<file path="config.mk">
export PLATFORM = sky130hd
export DESIGN_NAME = seg7_scan_mux
export DESIGN_NICKNAME = d
export VERILOG_FILES = /design/src/rtl/seg7_pkg.sv /design/src/rtl/seg7_hex_decode.sv /design/src/rtl/seg7_scan_mux.sv
export SDC_FILE = /design/constraint.sdc
export NUM_CORES = 1
export LEC_CHECK = 0
export ABC_CLOCK_PERIOD_IN_PS = 4100
export CORE_ASPECT_RATIO = 0.6
export CORE_MARGIN = 3
export CORE_UTILIZATION = 45
export DETAILED_ROUTE_END_ITERATION = 10
export HOLD_SLACK_MARGIN = 0.08
export PLACE_DENSITY = 0.74
export SLEW_MARGIN = 15
export SYNTH_ARGS = -nofsm -noshare
export SYNTH_HDL_FRONTEND = slang
export SYNTH_HIERARCHICAL = 1
export SYNTH_SLANG_ARGS = --single-unit
</file>
<file path="constraint.sdc">
create_clock -name clk -period 4.1 [get_ports clk]
set_input_delay 0.41 -clock clk [delete_from_list [all_inputs] [get_ports clk]]
set_output_delay 0.41 -clock clk [all_outputs]
set_load 0.05 [all_outputs]
</file>
<file path="src/rtl/seg7_pkg.sv">
// Shared constants and helpers for the 7-segment display blocks.
// Segment patterns are gfedcba, active-low.
package seg7_pkg;

  localparam logic [6:0] SEG_BLANK = 7'h7F;

  localparam logic [6:0] HEX_SEG [16] = '{
    7'h40, 7'h79, 7'h24, 7'h30, 7'h19, 7'h12, 7'h02, 7'h78,
    7'h00, 7'h10, 7'h08, 7'h03, 7'h46, 7'h21, 7'h06, 7'h0E
  };

  // Anode pattern with only bit idx low; all ones when idx is outside the n digits.
  function automatic logic [7:0] onehot_low(input logic [2:0] idx, input int unsigned n);
    logic [7:0] v_pattern;
    v_pattern = '1;
    if (32'(idx) < n) v_pattern[idx] = 1'b0;
    return v_pattern;
  endfunction

endpackage

</file>
<file path="src/rtl/seg7_hex_decode.sv">
// Combinational hex nibble to 7-segment (gfedcba, active-low) lookup.
// Shared by every display block that shows hex digits.
module seg7_hex_decode
  import seg7_pkg::*;
(
  input  logic [3:0] i_nibble,
  output logic [6:0] o_seg
);

  assign o_seg = HEX_SEG[i_nibble];

endmodule

</file>
<file path="src/rtl/seg7_scan_mux.sv">
// Time-multiplexed driver for N common-anode 7-segment digits with decimal points,
// double-buffered data, leading-zero blanking, PWM brightness and a dead cycle per slot.
module seg7_scan_mux
  import seg7_pkg::*;
#(
  parameter int N_DIGITS = 4,
  parameter int DIV_LOG2 = 16,
  parameter int BRIGHT_W = 4
) (
  input  logic                  clk,
  input  logic                  reset,
  input  logic [4*N_DIGITS-1:0] data,
  input  logic [N_DIGITS-1:0]   dp_in,
  input  logic                  load,
  input  logic [N_DIGITS-1:0]   digit_en,
  input  logic                  lz_blank,
  input  logic [BRIGHT_W-1:0]   brightness,
  output logic [6:0]            seg,
  output logic                  dp,
  output logic [N_DIGITS-1:0]   an,
  output logic                  frame_tick
);

  localparam int SLOT_W = $clog2(N_DIGITS);
  localparam int PACK_W = 5 * N_DIGITS;

  logic [DIV_LOG2-1:0] r_cnt;
  logic [SLOT_W-1:0]   r_slot;
  logic [PACK_W-1:0]   r_pending;
  logic [PACK_W-1:0]   r_active;
  logic [N_DIGITS-1:0] r_an;
  logic [6:0]          r_seg;
  logic                r_dp;
  logic                r_frame_tick;

  logic                  w_cnt_max;
  logic                  w_last_slot;
  logic                  w_wrap;
  logic [4*N_DIGITS-1:0] w_active_data;
  logic [N_DIGITS-1:0]   w_active_dp;
  logic [N_DIGITS-1:0]   w_lzblank;
  logic [3:0]            w_nibble;
  logic                  w_dp_sel;
  logic                  w_en_sel;
  logic                  w_lz_sel;
  logic                  w_pwm_on;
  logic                  w_lit;
  logic [6:0]            w_hex_seg;

  assign w_cnt_max     = &r_cnt;
  assign w_last_slot   = (r_slot == SLOT_W'(N_DIGITS - 1));
  assign w_wrap        = w_cnt_max & w_last_slot;
  assign w_active_data = r_active[4*N_DIGITS-1:0];
  assign w_active_dp   = r_active[PACK_W-1 -: N_DIGITS];

  // A digit is a leading zero when it and every more-significant nibble are zero.
  always_comb begin
    logic v_zero_above;
    // NOTE: every always_comb output gets a default first, so no path can infer a latch.
    v_zero_above = 1'b1;
    w_lzblank    = '0;
    for (int i = N_DIGITS - 1; i >= 1; i--) begin
      v_zero_above = v_zero_above & (w_active_data[4*i +: 4] == 4'h0);
      w_lzblank[i] = lz_blank & v_zero_above;
    end
  end

  always_comb begin
    w_nibble = '0;
    w_dp_sel = 1'b0;
    w_en_sel = 1'b0;
    w_lz_sel = 1'b0;
    for (int i = 0; i < N_DIGITS; i++) begin
      if (r_slot == SLOT_W'(i)) begin
        w_nibble = w_active_data[4*i +: 4];
        w_dp_sel = w_active_dp[i];
        w_en_sel = digit_en[i];
        w_lz_sel = w_lzblank[i];
      end
    end
  end

  // cnt == 0 is the dead cycle that keeps every anode off while the slot changes.
  assign w_pwm_on = (r_cnt[DIV_LOG2-1 -: BRIGHT_W] <= brightness);
  assign w_lit    = w_en_sel & ~w_lz_sel & w_pwm_on & (r_cnt != '0);

  seg7_hex_decode u_hex_decode (
    .i_nibble (w_nibble),
    .o_seg    (w_hex_seg)
  );

  always_ff @(posedge clk or posedge reset) begin
    if (reset) begin
      // NOTE: the display buffers are cleared too, so the scan restarts on a zero display after reset.
      r_cnt        <= '0;
      r_slot       <= '0;
      r_pending    <= '0;
      r_active     <= '0;
      r_an         <= '1;
      r_seg        <= SEG_BLANK;
      r_dp         <= 1'b1;
      r_frame_tick <= 1'b0;
    end else begin
      // NOTE: non-blocking assignments, so every register samples the pre-edge state.
      r_cnt <= r_cnt + 1'b1;
      if (w_cnt_max) r_slot <= w_last_slot ? '0 : r_slot + 1'b1;
      r_frame_tick <= w_wrap;
      if (load) r_pending <= {dp_in, data};
      // A load on the wrap cycle bypasses the pending buffer.
      if (w_wrap) r_active <= load ? {dp_in, data} : r_pending;
      r_an  <= w_lit ? N_DIGITS'(onehot_low(3'(r_slot), N_DIGITS)) : '1;
      r_seg <= w_lit ? w_hex_seg : SEG_BLANK;
      r_dp  <= w_lit ? ~w_dp_sel : 1'b1;
    end
  end

  assign an         = r_an;
  assign seg        = r_seg;
  assign dp         = r_dp;
  assign frame_tick = r_frame_tick;

endmodule
</file>
==> results_dict.tcl <==
set metrics [dict create \
    status "finished, final reports clean" \
    leakagePower_nw 1.981 \
    dieHeight_um 74.38 \
    grt_setup_unrepaired "false" \
    grt_pass1_vias 2269 \
    max_clock_freq_ghz 0.3129 \
    seqPwrFrac 0.449 \
    synth-seq-cells 71 \
    cp-start-kind "register" \
    num_vias 2230 \
    layout-drive-gt1-share 0.2400 \
    path_delay_family "compound AO/OA/AOI/OAI gates" \
    max_cap_viol_count 0 \
    synthDistinctLibCells 42 \
    vias_per_cell 5.198 \
    cts_sinks 71 \
    finClkSkew_ns 0.008731 \
    fin_crit_sh 0.7794 \
    power_switching_w 0.0003786 \
    synth_area_leaders "dfrtp_1, dfstp_2, mux2_4" \
    powerDensity_nw_per_um2 391.1 \
    end_kind "register" \
    num-nets-final 370 \
    final_cell_area_sq_um 4325 \
    swShare 0.2238 \
    port_buffers 44 \
    syn_inst 275 \
    fp.dieW_um 120.0 \
    area_growth_pct 23.33 \
    async_reset_ff_frac 1.000 \
    wl_mm 6.917 \
    max-vdd-ir-drop_mv 0.3088 \
    hold_class "reg -> reg" \
    critPathSlowestCell "o31ai_1" \
    fin_crit_ns 3.196 \
    synth_edf_count 0 \
    crit_chain "ha_1 > nor2b_1 > a221oi_1 > o31ai_1 > inv_1 > ha_1 > inv_1 > mux4_1 > nand4b_1" \
    drt_first_pass_iters 4 \
    place.gp.congestion 0.8863 \
    p_int_w 0.001313 \
    initial_core_util 0.4728 \
    clock_latency_ns 0.33 \
    synth_top_area_frac 0.4210 \
    synth_top_area_cell "dfrtp_1" \
    ctsLongestPathBuffers 2 \
    cts_setup_buffers 0 \
    hold_slack_ns 0.4943 \
    grt_pass1_wl_mm 11.72 \
    slew_viol_final 0 \
    pin_count 45 \
    filler_cell_count 599 \
    tightest_slew_ns 0.9662 \
    ctsHoldBuffers 0 \
    finalSetupTns_ns 0 \
    clkTransAtPathRegs_ns 0.06 \
    yosysWarnings 6 \
    ant_nets 0 \
    antenna_found_initial 0 \
    yosysSeqAreaShare 0.5109 \
    core_sq_um 7417 \
    critPathMaxFanout 11 \
    syn_nets 324 \
    synthFlopType "dfrtp_1" \
    dp_hpwl_mm 4.918 \
    h-tree-depth 3 \
    critPathMaxStageDelay_ns 0.59 \
    synth_area_sq_um 3507 \
    power_w 0.001692 \
    rows 24 \
    antenna_cells 0 \
    postSynthAreaPerCell_sq_um 12.75 \
    fin_ws_ns 0.9043 \
    clkPwrFrac 0.447 \
    dpl_cell_area_sq_um 4036 \
    cts_buffers 9 \
    cts_tree "done" \
    critPathArrivalTime_ns 3.42 \
    relSlewSlack 0.3543 \
    finalSetupViolCount 0 \
    crit_buf_inv 2 \
    track_usage 0.1723 \
    dp_slack_ns 0.9652 \
    die_area_sq_um 8923 \
    drcViolationCount 0 \
    drtIter0Drc 131 \
    grt_max_degree 38 \
    hold_viol 0 \
    required_ns 4.32 \
    postCtsResizedCells 0 \
    cts-root-buf "clkbuf_16" \
    pwr-share-comb 0.104 \
    grt_remaining_overflow 0 \
    worstSetupPathType "reg -> reg" \
    wire_per_inst_um 16.12 \
]
==> sequential cells by signal, indices dropped and copies added, names as in the netlist <==
register / flops
r_active: 20
r_pending: 20
r_cnt: 16
seg: 7
an: 4
r_slot: 2
dp: 1
frame_tick: 1
==> cell usage in the layout (no fill, tap or decap), types with 5 or more instances in the layout <==
cell,Yosys,layout
buf_4,0,5
clkbuf_16,0,9
clkdlybuf4s50_1,0,44
dfrtp_1,59,59
dfstp_2,12,12
ha_1,17,17
inv_1,15,14
mux2_2,24,24
mux2_4,19,19
nand2_1,10,10
nand3_1,9,9
nand4_1,7,7
nand4b_1,7,7
nor2_1,11,11
nor2b_1,6,6
nor4_1,6,6
xnor2_1,11,11
==> power groups by stage <==
stage	sequential (W)	combinational, W	clock [W]
2_1_floorplan	0.000791	0.0000879	0
3_3_place_gp	0.000769	0.000174	0
3_5_place_dp	0.000771	0.000177	0
4_1_cts	0.000759	0.000179	0.000768
5_1_grt	0.000763	0.000192	0.000802
6_report	0.000759	0.000176	0.000757
==> per-stage QoR <==
stage          instances    util
6_report             429  0.5832
2_1_floorplan        275       -
4_1_cts              429  0.5832
3_3_place_gp         414  0.5442
3_5_place_dp         414  0.5442
5_1_grt              429  0.5832
==> cell usage after synthesis, drive strengths merged, types with 3 or more instances <==
| master | n |
|---|---|
| dfrtp | 59 |
| nand2 | 10 |
| mux2i | 4 |
| xor2 | 3 |
| mux2 | 43 |
| nor4 | 7 |
| a221oi | 3 |
| xnor2 | 11 |
| nand3 | 9 |
| nor2b | 6 |
| clkbuf | 8 |
| o31ai | 4 |
| o21ai | 4 |
| a21oi | 4 |
| buf | 6 |
| dfstp | 12 |
| nand4 | 9 |
| ha | 17 |
| nor2 | 11 |
| inv | 15 |
| nand4b | 7 |
==> path summary, 6_finish.rpt <==
| kind | slack (ns) | start | cells after the start | end |
|---|---|---|---|---|
| max in group asynchronous | 2.61 | reset | 3 | seg[1]$_DFF_PP1_ |
| worst max register to register | 0.90 | r_slot[0]$_DFFE_PP0P_ | 9 | seg[3]$_DFF_PP1_ |
| worst max-delay path | 0.90 | r_slot[0]$_DFFE_PP0P_ | 9 | seg[3]$_DFF_PP1_ |
| min in group asynchronous | 0.52 | reset | 2 | r_cnt[2]$_DFF_PP0_ |
| worst min-delay path | 0.49 | r_pending[4]$_DFF_PP0_ | 1 | r_pending[4]$_DFF_PP0_ |
| worst min register to register | 0.49 | r_pending[4]$_DFF_PP0_ | 1 | r_pending[4]$_DFF_PP0_ |
==> kinds of logic after synthesis <==
group	count (synthesis)	share of synthesized area
flip-flops	71	0.5109
AND/OR/NAND/NOR	70	0.1231
multiplexers	48	0.1773
buffers and inverters	29	0.03853
AO/OA/AOI/OAI	26	0.05459
adder cells (fa/ha/maj)	17	0.06065
XOR/XNOR	14	0.03496
==> layer usage <==
metal / vias up / GRT usage / part of all wire / wire length (um)
met5: - / 0 / 0 / 0
met3: 4 / 0.06231 / 0.053 / 365
met4: 0 / 0.04569 / 0.0051 / 35
met2: 55 / 0.2488 / 0.44 / 3023
met1: 1100 / 0.2477 / 0.50 / 3492
li1: 1071 / - / - / -
==> cell type report <==
type,instances,area (sq um),share of cell area
inverters,15,56.30,0.01302
clock inverters,4,46.29,0.01070
clock buffers,11,242.7,0.05612
multi-input cells,175,1580,0.3653
flip-flops and latches,71,1792,0.4142
repair buffers,49,478.0,0.1105
well taps,104,130.1,0.03008
(Power assumes the default switching activity.)
